`src/rtl/conv_window_gen.sv`:
```
// 3x3 sliding-window assembler fed by three vertically aligned row streams.
// Build option: define STRIDE2_EN for stride-2 window emission (default stride-1).
module conv_window_gen #(
  parameter int unsigned WORDWIDTH  = 32,
  parameter int unsigned FIG_WIDTH  = 28,
  parameter int unsigned FIG_HEIGHT = 28,
  parameter int unsigned CNT_WIDTH  = 5
) (
  input  logic                   clk,
  input  logic                   rst,
  input  logic [WORDWIDTH-1:0]   row0_din,
  input  logic [WORDWIDTH-1:0]   row1_din,
  input  logic [WORDWIDTH-1:0]   row2_din,
  input  logic                   in_valid,
  output logic [9*WORDWIDTH-1:0] win_dout,
  output logic                   out_valid,
  output logic                   frame_done
);

  // Element (r,c) lives at index 3*r+c in both the shift window and the output.
  logic [8:0][WORDWIDTH-1:0] win_q, win_d;
  logic [8:0][WORDWIDTH-1:0] dout_q, dout_d;
  logic [CNT_WIDTH-1:0]      col_q, col_d;
  logic [CNT_WIDTH-1:0]      row_q, row_d;
  logic                      out_valid_q, out_valid_d;
  logic                      frame_done_q, frame_done_d;

  logic emit;
  logic last_col;
  logic last_row;

  always_comb begin
    win_d        = win_q;
    dout_d       = dout_q;
    col_d        = col_q;
    row_d        = row_q;
    out_valid_d  = 1'b0;
    frame_done_d = 1'b0;
    last_col     = (col_q == CNT_WIDTH'(FIG_WIDTH - 1));
    last_row     = (row_q == CNT_WIDTH'(FIG_HEIGHT - 3));
`ifdef STRIDE2_EN
    emit         = (col_q >= CNT_WIDTH'(2)) && !col_q[0] && !row_q[0];
`else
    emit         = (col_q >= CNT_WIDTH'(2));
`endif

    if (in_valid) begin
      for (int unsigned r = 0; r < 3; r++) begin
        win_d[3*r]   = win_q[3*r+1];
        win_d[3*r+1] = win_q[3*r+2];
      end
      win_d[2] = row0_din;
      win_d[5] = row1_din;
      win_d[8] = row2_din;

      if (last_col) begin
        col_d        = '0;
        row_d        = last_row ? '0 : row_q + CNT_WIDTH'(1);
        frame_done_d = last_row;
      end else begin
        col_d = col_q + CNT_WIDTH'(1);
      end

      // Output captures the post-shift window so it includes the current beat.
      if (emit) begin
        out_valid_d = 1'b1;
        dout_d      = win_d;
      end
    end
  end

  always_ff @(posedge clk or posedge rst) begin
    if (rst) begin
      win_q        <= '0;
      dout_q       <= '0;
      col_q        <= '0;
      row_q        <= '0;
      out_valid_q  <= 1'b0;
      frame_done_q <= 1'b0;
    end else begin
      win_q        <= win_d;
      dout_q       <= dout_d;
      col_q        <= col_d;
      row_q        <= row_d;
      out_valid_q  <= out_valid_d;
      frame_done_q <= frame_done_d;
    end
  end

  assign win_dout   = dout_q;
  assign out_valid  = out_valid_q;
  assign frame_done = frame_done_q;

endmodule
```
`config.mk`:
```
export PLATFORM = sky130hd
export DESIGN_NAME = conv_window_gen
export DESIGN_NICKNAME = d
export VERILOG_FILES = /design/src/rtl/conv_window_gen.sv
export SDC_FILE = /design/constraint.sdc
export NUM_CORES = 1
export LEC_CHECK = 0
export CORE_UTILIZATION = 28
export CTS_BUF_LIST = sky130_fd_sc_hd__clkbuf_2 sky130_fd_sc_hd__clkbuf_4 sky130_fd_sc_hd__clkbuf_8
export DETAILED_ROUTE_END_ITERATION = 10
export GPL_TIMING_DRIVEN = 0
export PLACE_DENSITY = 0.57
export SLEW_MARGIN = 15
export SYNTH_ARGS = -nofsm -noshare
export SYNTH_HDL_FRONTEND = slang
export SYNTH_SLANG_ARGS = --single-unit
```
`constraint.sdc`:
```
create_clock -name clk -period 48.5 [get_ports clk]
set_clock_uncertainty 0.05 [all_clocks]
set_input_delay 9.7 -clock clk [delete_from_list [all_inputs] [get_ports clk]]
set_output_delay 9.7 -clock clk [all_outputs]
set_load 0.03 [all_outputs]
```
==> results.sh <==
export IMPL_drt_iter0_drc=310
export IMPL_first_pass_iters=4
export IMPL_final_layout_size_suffix_gt1_share_pct=42.1
export IMPL_rsz0062_at_grt="no"
export IMPL_nNetsFinal=1656
export IMPL_initial_utilization_pct=28.4
export IMPL_crit_path_start="win_dout[127]"
export IMPL_die_h_um=258
export IMPL_postSynthAreaPerCell_sq_um=17.1
export IMPL_syn_instance_count=1071
export IMPL_grt_pass1_vias=11700
export IMPL_crit_slowest_cell="clkdlybuf4s50_1"
export IMPL_maxSlewHeadroom_pct=43.7
export IMPL_dieArea_sq_um=66500
export IMPL_cp_arrival_ns=1.79
export IMPL_syn_num_nets=1174
export IMPL_dpl_hpwl_mm=32.0
export IMPL_crit_path_end="win_dout[127]"
export IMPL_cts_tree="yes"
export IMPL_synth_seq_cells=492
export IMPL_synth_seq_area_share_pct=67.1
export IMPL_power_density_nw_per_um2=58.3
export IMPL_slowest_delay_ns=0.77
export IMPL_ir_worst_vdd_mv=0.0273
export IMPL_io_pins=389
export IMPL_post_cts_setup_buffer_count=0
export IMPL_grt_overflow_total=0
export IMPL_max_clock_freq_mhz=86.6
export IMPL_wl_mm=45.7
export IMPL_synth_area_leader_cell="dfrtp_1"
export IMPL_power_frac_comb_pct=33.6
export IMPL_syn_to_final_growth_pct=38.3
export IMPL_worstReg2RegStart="col_q[1]"
export IMPL_timing_hold_ws_ns=0.429
export IMPL_fp_coreArea_sq_um=64600
export IMPL_fin_setup_tns_ns=0
export IMPL_grt_max_degree=113
export IMPL_rr_worst_depth=6
export IMPL_die_width_um=258
export IMPL_critPathBufInv=1
export IMPL_antenna_found_initial=2
export IMPL_path_max_fanout=2
export IMPL_worstSetupPathDepth=1
export IMPL_regToRegSetupSlack_ns=46.03
export IMPL_endpoint_kind="output pin"
export IMPL_h_tree_depth=3
export IMPL_synth_area_leaders="dfrtp_1 (67%), mux2_2 (29%), mux2_4 (0.74%)"
export IMPL_intPower_uw=977
export IMPL_finalWeightedCongestion=0.764
export IMPL_power_uw=1480
export IMPL_crit_required_ns=38.75
export IMPL_drv_cap=0
export IMPL_cts_resized=0
export IMPL_hold_viol=0
export IMPL_cts_sinks=492
export IMPL_grt_pass1_wl_mm=71.5
export IMPL_rows=93
export IMPL_clk_latency_ns=0.67
export IMPL_cts_root_buffer="clkbuf_8"
export IMPL_wl_per_cell_um=18.4
export IMPL_sw_frac_of_total_pct=33.9
export IMPL_ys_types=25
export IMPL_synth_top_area_share_pct=67.1
export IMPL_drv_slew=0
export IMPL_min_path_type="register to register"
export IMPL_track_usage_pct=13.9
export IMPL_drc=0
export IMPL_worstMarginPinSlew_ns=0.844
export IMPL_cts_buffers=89
export IMPL_netlist_area_sq_um=18300
export IMPL_setup_viol=0
export IMPL_startpoint_type="register"
export IMPL_path_clk_slew_ns=0.06
export IMPL_vias=10700
export IMPL_power_frac_clock_pct=28.3
export IMPL_viasPerCell=4.33
export IMPL_crit_type="register to output pin"
export IMPL_diodes=0
export IMPL_status="complete, no violations"
export IMPL_io_buffers=387
export IMPL_drtAntennaViolNets=0
export IMPL_rr_endpoint="win_dout[282]"
export IMPL_p_leak_uw=0.0107
export IMPL_switching_power_uw=501
export IMPL_seq_power_share_pct=38.1
export IMPL_clockBufferDepth=3
export IMPL_period_needed_ns=11.54
export IMPL_cp_cell_sequence="clkdlybuf4s50_1"
export IMPL_cpLargestDelayFamily="buffers and inverters"
export IMPL_yosysWarningCount=0
export IMPL_cts_hold_buf=0
export IMPL_fin_crit_sh_pct=23.8
==> metal layers <==
layer	vias to the layer above	global-route usage, %	part of all wire (%)
met1	5564	17.1	42
met5	-	0	0.059
met4	4	5.57	3.0
met2	298	22.2	48
met3	93	5.05	7.8
li1	4789	-	-
==> cell usage after synthesis <==
master	n
nand3_1	4
buf_2	18
inv_2	1
clkbuf_1	25
or4_1	1
nand4_1	1
nand2_1	1
o21ai_1	1
o21ai_0	1
nor2b_1	1
inv_1	5
nor2_1	5
xor2_1	2
buf_6	2
buf_4	11
dfrtp_1	492
and4b_1	1
mux2i_1	3
and2_1	1
mux2_2	475
o211a_1	2
ha_1	4
and3_1	4
a31oi_1	1
mux2_4	9
==> power groups by stage <==
stage	clock network (uW)	registers, uW	logic (uW)
2_1_floorplan	0	713	136
5_1_grt	454	578	521
6_report	419	563	497
3_3_place_gp	0	567	499
4_1_cts	436	565	505
3_5_place_dp	0	571	504
==> how the worst min path moves through the flow <==
| stage | startpoint | to | slack [ns] | cells past startpoint |
|---|---|---|---|---|
| 4_1_cts | row_q[4] | row_q[4] | 0.43 | 1 |
| 3_5_place_dp | row_q[4] | row_q[4] | 0.42 | 1 |
| 6_report | row_q[4] | row_q[4] | 0.43 | 1 |
| 5_1_grt | win_dout[250] | win_dout[250] | 0.46 | 1 |
| 2_1_floorplan | row_q[4] | row_q[4] | 0.39 | 1 |
| 3_3_place_gp | row_q[4] | row_q[4] | 0.42 | 1 |
==> cells by family (layout without fill, tap and decap cells) <==
group           count (synthesis)  count (layout)  share of synthesized area, %
compound gates                  5               5                         0.198
xor+xnor                        2               2                        0.0955
fa+ha+maj                       4               4                         0.273
buf+inv                        62             616                          1.70
flops                         492             492                          67.1
mux                           487             487                          30.1
simple gates                   19              19                         0.566
==> placed cells by master (no fill, tap or decap) <==
cell and instances:
inv_8 2, o211a_1 2, bufinv_16 1, xor2_1 2
clkbuf_4 31, nand4_1 1, clkinv_2 10, dfrtp_1 492
clkbuf_1 25, ha_1 4, inv_2 1, mux2i_1 3
a31oi_1 1, nand2_1 1, buf_4 11, buf_2 18
and2_1 1, o21ai_0 1, or4_1 1, and4b_1 1
mux2_4 9, clkdlybuf4s50_1 387, and3_1 4, o21ai_1 1
mux2_2 475, nor2_1 5, clkbuf_8 113, clkinv_8 2
clkinvlp_4 3, nand3_1 4, buf_16 4, inv_1 4
nor2b_1 1, inv_12 2, buf_6 2
==> state kept, by name (all words and copies together), names as in the netlist <==
register / cells
col_q: 5
row_q: 5
win_dout: 288
win_q: 192
out_valid: 1
frame_done: 1
==> area by class of cell <==
cell class | instances | area, sq um
Inverter | 6 | 30.0
Clock buffer | 144 | 1790
Buffer | 56 | 289
Fill cell | 6046 | 39200
Sequential cell | 492 | 12300
Multi-Input combinational cell | 517 | 5720
Clock inverter | 19 | 179
Tap cell | 855 | 1070
Timing Repair Buffer | 391 | 3980
==> through the flow <==
step                instances  util, %  worst slack, ns  cell area [sq um]
finish                   2480     39.3            36.96              25400
global placement         2313     36.1            19.20              23300
CTS                      2480     39.3            36.85              25400
detailed placement       2317     36.2            36.33              23400
floorplan                1071        -            25.02              18300
global route             2480     39.3            36.84              25400
(Power assumes the default switching activity.)
